==> src/rtl/mem_bus_arbiter.sv <==
// Merges the instruction and data buses onto one memory port. A small owner FIFO
// remembers which master issued each outstanding command so in-order responses route back.
module mem_bus_arbiter #(
    parameter int ADDR_WIDTH    = 32,
    parameter int DATA_WIDTH    = 32,
    parameter int MAX_PENDING   = 2,
    parameter bit DBUS_PRIORITY = 1'b1
) (
    input  logic                          clk,
    input  logic                          reset,

    input  logic                          ibus_cmd_valid,
    output logic                          ibus_cmd_ready,
    input  logic [ADDR_WIDTH-1:0]         ibus_cmd_payload_address,
    output logic                          ibus_rsp_valid,
    input  logic                          ibus_rsp_ready,
    output logic [DATA_WIDTH-1:0]         ibus_rsp_payload_rdata,

    input  logic                          dbus_cmd_valid,
    output logic                          dbus_cmd_ready,
    input  logic [ADDR_WIDTH-1:0]         dbus_cmd_payload_address,
    input  logic                          dbus_cmd_payload_write,
    input  logic [DATA_WIDTH-1:0]         dbus_cmd_payload_wdata,
    input  logic [DATA_WIDTH/8-1:0]       dbus_cmd_payload_wmask,
    output logic                          dbus_rsp_valid,
    input  logic                          dbus_rsp_ready,
    output logic [DATA_WIDTH-1:0]         dbus_rsp_payload_rdata,

    output logic                          mem_cmd_valid,
    input  logic                          mem_cmd_ready,
    output logic [ADDR_WIDTH-1:0]         mem_cmd_payload_address,
    output logic                          mem_cmd_payload_write,
    output logic [DATA_WIDTH-1:0]         mem_cmd_payload_wdata,
    output logic [DATA_WIDTH/8-1:0]       mem_cmd_payload_wmask,
    input  logic                          mem_rsp_valid,
    output logic                          mem_rsp_ready,
    input  logic [DATA_WIDTH-1:0]         mem_rsp_payload_rdata,

    output logic [$clog2(MAX_PENDING):0]  pending
);

    localparam int PTR_WIDTH = $clog2(MAX_PENDING);
    localparam int CNT_WIDTH = PTR_WIDTH + 1;

    typedef enum logic {
        OWNER_IBUS = 1'b0,
        OWNER_DBUS = 1'b1
    } owner_e;

    owner_e                 owner_fifo [MAX_PENDING];
    logic [PTR_WIDTH-1:0]   wr_ptr;
    logic [PTR_WIDTH-1:0]   rd_ptr;
    logic [CNT_WIDTH-1:0]   count;
    logic                   lock;
    owner_e                 lock_owner;
    owner_e                 last_grant;
    owner_e                 grant;
    owner_e                 head;
    logic                   full;
    logic                   empty;
    logic                   cmd_fire;
    logic                   rsp_fire;

    assign full  = (count == CNT_WIDTH'(MAX_PENDING));
    assign empty = (count == '0);
    assign head  = owner_fifo[rd_ptr];

    // A stalled command keeps its master until it fires, so the payload cannot change under backpressure.
    always_comb begin
        if (lock) begin
            grant = lock_owner;
        end else if (dbus_cmd_valid && !ibus_cmd_valid) begin
            grant = OWNER_DBUS;
        end else if (ibus_cmd_valid && !dbus_cmd_valid) begin
            grant = OWNER_IBUS;
        end else if (ibus_cmd_valid && dbus_cmd_valid) begin
            if (DBUS_PRIORITY || last_grant == OWNER_IBUS) grant = OWNER_DBUS;
            else                                           grant = OWNER_IBUS;
        end else begin
            grant = OWNER_IBUS;
        end
    end

    // Readiness depends only on registered occupancy, never on the response side.
    assign mem_cmd_valid  = reset && (ibus_cmd_valid || dbus_cmd_valid) && !full;
    assign ibus_cmd_ready = reset && (grant == OWNER_IBUS) && mem_cmd_ready && !full;
    assign dbus_cmd_ready = reset && (grant == OWNER_DBUS) && mem_cmd_ready && !full;

    assign mem_cmd_payload_address = (grant == OWNER_DBUS) ? dbus_cmd_payload_address
                                                           : ibus_cmd_payload_address;
    assign mem_cmd_payload_write   = (grant == OWNER_DBUS) && dbus_cmd_payload_write;
    assign mem_cmd_payload_wdata   = (grant == OWNER_DBUS) ? dbus_cmd_payload_wdata : '0;
    assign mem_cmd_payload_wmask   = (grant == OWNER_DBUS) ? dbus_cmd_payload_wmask : '0;

    assign ibus_rsp_valid = reset && mem_rsp_valid && !empty && (head == OWNER_IBUS);
    assign dbus_rsp_valid = reset && mem_rsp_valid && !empty && (head == OWNER_DBUS);
    assign mem_rsp_ready  = reset && !empty &&
                            ((head == OWNER_DBUS) ? dbus_rsp_ready : ibus_rsp_ready);

    assign ibus_rsp_payload_rdata = mem_rsp_payload_rdata;
    assign dbus_rsp_payload_rdata = mem_rsp_payload_rdata;

    assign pending  = reset ? count : '0;
    assign cmd_fire = mem_cmd_valid && mem_cmd_ready;
    assign rsp_fire = mem_rsp_valid && mem_rsp_ready;

    always_ff @(posedge clk or negedge reset) begin
        if (!reset) begin
            wr_ptr     <= '0;
            rd_ptr     <= '0;
            count      <= '0;
            lock       <= 1'b0;
            lock_owner <= OWNER_IBUS;
            last_grant <= OWNER_IBUS;
        end else begin
            if (cmd_fire) wr_ptr <= wr_ptr + PTR_WIDTH'(1);
            if (rsp_fire) rd_ptr <= rd_ptr + PTR_WIDTH'(1);

            case ({cmd_fire, rsp_fire})
                2'b10:   count <= count + CNT_WIDTH'(1);
                2'b01:   count <= count - CNT_WIDTH'(1);
                default: count <= count;
            endcase

            if (cmd_fire) begin
                lock       <= 1'b0;
                last_grant <= grant;
            end else if (mem_cmd_valid && !mem_cmd_ready) begin
                lock       <= 1'b1;
                lock_owner <= grant;
            end
        end
    end

    // NOTE: the owner storage is deliberately not reset; an entry is only read while
    // count says it is valid, and reset clears count and both pointers.
    always_ff @(posedge clk) begin
        if (cmd_fire) owner_fifo[wr_ptr] <= grant;
    end

endmodule

==> config.mk <==
export PLATFORM = sky130hd
export DESIGN_NAME = mem_bus_arbiter
export DESIGN_NICKNAME = d
export VERILOG_FILES = /design/src/rtl/mem_bus_arbiter.sv
export SDC_FILE = /design/constraint.sdc
export NUM_CORES = 1
export LEC_CHECK = 0
export ABC_AREA = 1
export BUFFER_PORTS_ARGS = -buffer_cell sky130_fd_sc_hd__buf_4
export CAP_MARGIN = 20
export CORE_AREA = 2 2 111 113
export CTS_CLUSTER_DIAMETER = 100
export DETAILED_ROUTE_END_ITERATION = 6
export DIE_AREA = 0 0 113 115
export MAX_ROUTING_LAYER = met4
export PLACE_DENSITY = 0.55
export SYNTH_ARGS = -nofsm -noshare
export SYNTH_HDL_FRONTEND = slang
export SYNTH_SLANG_ARGS = --single-unit
==> constraint.sdc <==
create_clock -name clk -period 1.89 [get_ports clk]
set_input_delay 0.189 -clock clk [delete_from_list [all_inputs] [get_ports clk]]
set_output_delay 0.189 -clock clk [all_outputs]
set_load 0.05 [all_outputs]
**Word-level counts from Yosys, hierarchy flattened**

Memories as Yosys holds them, arrays and structs flattened.
Cells that the tools add are included.

- Bitwise logic cells: 3
- Reductions and logical operators: 31
- Equal/unequal tests: 3
- Mux-type cells: 14
- $add $sub $neg: 4

Operators with widths:

| operator | number |
|---|---|
| $mux W32 | 2 |
| $logic_and A1 B1 Y1 | 21 |
| $mux W1 | 9 |
| $logic_not A1 Y1 | 5 |
| $eq A2 B2 Y1 const B | 2 |
| $mux W4 | 1 |
| $pmux W2 S2 | 1 |
| $reduce_bool A2 Y1 | 2 |
| $not A1 Y1 | 3 |
| $add A1 B1 Y1 const B | 2 |
| $add A2 B1 Y2 const B | 1 |
| $eq A2 B1 Y1 const B | 1 |
| $logic_not A2 Y1 | 1 |
| $mux W2 | 1 |
| $reduce_and A2 Y1 | 1 |
| $sub A2 B1 Y2 const B | 1 |
| $logic_or A1 B1 Y1 | 1 |

- Memories kept: 1
- Bits in registers: 6
- Logic and storage cells: 61
- Input bits: 141
- Output and inout bits: 141
- Bits in writable memories: 2

Memory list:

| memory | depth | bits a word | rd ports | clocked after Yosys merged registers in | wr ports | RTL line | source |
|---|---|---|---|---|---|---|---|
| owner_fifo | 2 | 1 | 1 | 0 | 1 | 50 | `owner_e owner_fifo [MAX_PENDING];` |

**Depth between registers and ports, before layout**

- Depth in word-level cells: 9
- Depth in mapped cells: 10
- Gate-level depth less buffers: 10

**Worst setup path after synthesis**

Ideal clock, no wire load.

- Path type: reg-to-reg
- From: register count[0]
- To: register count[1]
- Library setup time: 0.124 ns
- Period minus slack after synthesis: 1.665 ns
- Arrival time: 1.541 ns
- Buffers on the path: 0
- Cell stages (with the launch flop): 10
- Setup slack: 0.225 ns
- Data required time: 1.766 ns
- Cell sequence: dfrtp_1 -> inv_2 -> nand2_2 -> nand2_4 -> nor2_8 -> nand2_4 -> ha_1 -> a21oi_1 -> o21ai_0 -> xnor2_1

- Elaborated cells between the ends (all ways): 15
- Those cells by class: add/sub (2); eq/ne (3); mux (1); reduce/logical (9)

RTL lines:

| element | RTL line | source |
|---|---|---|
| start, declared | 53 | `logic [CNT_WIDTH-1:0] count;` |
| start signal, assigned | 120 | `2'b10: count <= count + CNT_WIDTH'(1);` |
| start signal, assigned | 121 | `2'b01: count <= count - CNT_WIDTH'(1);` |
| start signal, assigned | 122 | `default: count <= count;` |
| $eq A2 B2 Y1 * | 64 | `assign full = (count == CNT_WIDTH'(MAX_PENDING));` |
| $logic_not A1 Y1 * | 85 | `assign mem_cmd_valid = reset && (ibus_cmd_valid \|\| dbus_cmd_valid) && !full;` |
| $logic_and A1 B1 Y1 * | 85 |  |
| named net mem_cmd_valid | 29 | `output logic mem_cmd_valid,` |
| $logic_and A1 B1 Y1 * | 104 | `assign cmd_fire = mem_cmd_valid && mem_cmd_ready;` |
| $eq A2 B1 Y1 or $eq A2 B2 Y1 (tied branches) | 119 | `case ({cmd_fire, rsp_fire})` |
| $pmux W2 S2 or $reduce_bool A2 Y1 (tied branches) | - |  |

The timed path passes the listed nets; every way through them passes the cells marked *.
A chain may end at the register's enable or synchronous reset.

**Worst setup path after layout**

- From: register lock
- To: output port mem_cmd_payload_address[17]

- Cells in the longest elaborated chain, start to end: 2

Ends and longest elaborated chain:

| element | RTL line | source |
|---|---|---|
| start, declared | 54 | `logic lock;` |
| start signal, assigned | 112 | `lock <= 1'b0;` |
| start signal, assigned | 126 | `lock <= 1'b0;` |
| start signal, assigned | 129 | `lock <= 1'b1;` |
| $mux W1 | 70 | `if (lock) begin` |
| $mux W32 | 89 | `assign mem_cmd_payload_address = (grant == OWNER_DBUS) ? dbus_cmd_payload_address` |
| end, declared | 31 | `output logic [ADDR_WIDTH-1:0] mem_cmd_payload_address,` |

No other way between the ends.

==> results.toml <==
[routing]
dr.pass1.iters = 6
drtIter0Drc = 71
totalWireLength_um = 5837
num_vias = 2096
wire_per_inst_um = 10.15
routed_via_density = 3.645
drc_errors = 18
ant_nets = 0

[run_status]
violations = "DRC"
status = "complete, but fails checks"

[final_layout]
regArea_sq_um = 210.2
drive_above_1_share = 0.4766
final_nets = 572
fillCellCount = 1313
diodes = 0
area_growth_pct = 71.11
layout_commonest_cell = "buf_4"
layout_common_cells = "buf_4 (186), nand2_1 (111), inv_1 (46), nor2_1 (44), dfrtp_1 (6)"
multi_input_comb_area_sq_um = 748.2

[clock_tree]
clockRootBuffer = "clkbuf_16"
clk_path_buf_depth = 2
htreeDepth = 1
cts_tree = "yes"
numCtsBuffers = 3
insertion_delay_ps = 230
clkTransAtPathRegs_ps = 40
cts.sinks = 8

[floorplan]
core_sq_um = 11810
initial_core_util = 0.1423
num_rows = 40
io_pins = 282
die_w_um = 113
dieArea_sq_um = 13000
fp.dieH_um = 115

[logic_synthesis]
yosysWarnings = 0
syn_nets = 450
syn_inst = 308
synth.yosys.seq_area_share = 0.1251
syn_area_sq_um = 1680
yosysUniqueCellTypes = 19
synth-seq-cells = 8
syn_area_per_cell_sq_um = 5.456

[critical_path]
cpPeakStageDelay_ps = 380
worstPathMaxFanout = 36
crit_arrival_ps = 1610
crit_buf_inv = 3
path_class = "reg2out"
cp_top_family = "buffers and inverters"
cp-end-kind = "primary output"
rr_startpoint = "rd_ptr"
cp-startpoint = "lock"
cp_slowest_cell = "dfrtp_1"
path_cells = "nand2_1, nand2_2, inv_2, buf_12, nand2_1, nand2_1, buf_4"
required_ps = 1700
crit_top_cell = "nand2_1"
start_kind = "register"

[min_path]
hp-start = "mem_rsp_valid"
hold_class = "in2reg"

[sta]
post-route-period-util = 0.9506
worst_pin_slew_ps = 362.9
rsz0062_at_grt = "no"
period_needed_ps = 1797
fmax_mhz = 556.6
setup_tns_ps = 0
relSlewSlack = 0.7572
worst_clock_skew_ps = 4.289
drv_slew = 0
worst_hold_slack_ps = 243.6
setup_viol = 0
hold_viol_final = 0
postLayoutSetupSlackWorst_ps = 93.31

[grt]
grt_pass1_vias = 1832
antenna_found_initial = 0
grt-ovfl-total = 0
track_usage = 0.07553
grt_max_degree = 72
grt_pass1_wl_um = 7928

[run]
drv_cap = 0

[place]
pre_cts_slack_ps = 223.1
gp_congestion = 0.7457
dp_hpwl_um = 4650
port_buffers = 185

[power]
peakVddDrop_uv = 513.0
leakage_nw = 1.828
power.density_nw_per_um2 = 1517
==> per-layer routing <==
metal,share of wire,GRT usage
met4,0.022,0.03252
met5,0,-
met2,0.49,0.1341
met1,0.37,0.07851
met3,0.12,0.02109
==> repair_timing <==
action	CTS	global route
hold endpoints to repair	6	0
hold buffers	1	0
buffers inserted	0	2
endpoints found under the setup margin	0	3
gates resized for setup	0	3
==> cells in the mapped netlist, drive strengths merged <==
cell type,n,share of area
xnor2,2,0.010
o21ai,3,0.0089
inv,49,0.11
nor2,46,0.12
buf,74,0.32
edfxtp,2,0.036
a21oi,3,0.0089
nand3,3,0.0089
ha,1,0.0074
nand4,2,0.0074
dfrtp,6,0.089
nand2,117,0.27
==> cells by family (layout without fill, tap and decap cells) <==
| family | after synthesis | count (layout) | synth area share |
|---|---|---|---|
| AND/OR/NAND/NOR | 168 | 168 | 0.4080 |
| adder cells (fa/ha/maj) | 1 | 1 | 0.007445 |
| XOR/XNOR | 2 | 2 | 0.01043 |
| AO/OA/AOI/OAI | 6 | 6 | 0.01787 |
| buffers and inverters | 123 | 243 | 0.4311 |
| flip-flops | 8 | 8 | 0.1251 |
==> worst min-delay path: cells and delay by family <==
family	cells	cell delay (ps)
AND/OR/NAND/NOR	2	150
buffers and inverters	1	90
==> path summary, 6_finish.rpt <==
| check | end | slack [ps] | cells past startpoint |
|---|---|---|---|
| setup reg to reg | count[1] | 210 | 10 |
| max in group asynchronous | wr_ptr | 1350 | 3 |
| setup / recovery | mem_cmd_payload_address[17] | 90 | 7 |
| hold reg to reg | lock_owner | 490 | 2 |
| min in group asynchronous | count[0] | 310 | 2 |
| hold / removal | rd_ptr | 240 | 3 |
==> state kept, by name, indices dropped and copies added (netlist names) <==
register / cells
count: 2
owner_fifo: 2
rd_ptr: 1
lock: 1
wr_ptr: 1
lock_owner: 1
==> layout make-up <==
class	instances	share of cell area
multi-input combinational	177	0.2602
clock buffer	3	0.02611
tap	147	0.06397
timing repair buffer	191	0.5126
inverter	49	0.06397
sequential	8	0.07311
==> per-stage QoR <==
stage	total power, mW	instance area (sq um)	std cells	utilization
6_report	4.361	2875	575	0.2434
5_1_grt	4.614	2875	575	0.2434
4_1_cts	4.314	2825	572	0.2392
3_5_place_dp	3.942	2740	568	0.2320
3_3_place_gp	3.913	2740	568	0.2320
2_1_floorplan	3.215	1680	308	-
==> where the power goes <==
group,leakage [nW],internal [mW],switching (mW)
Clock,0.0370,0.273,0.0823
Combinational,1.70,1.08,2.61
Sequential,0.0904,0.253,0.0591
Note: power is estimated with default switching activity, not from simulation.
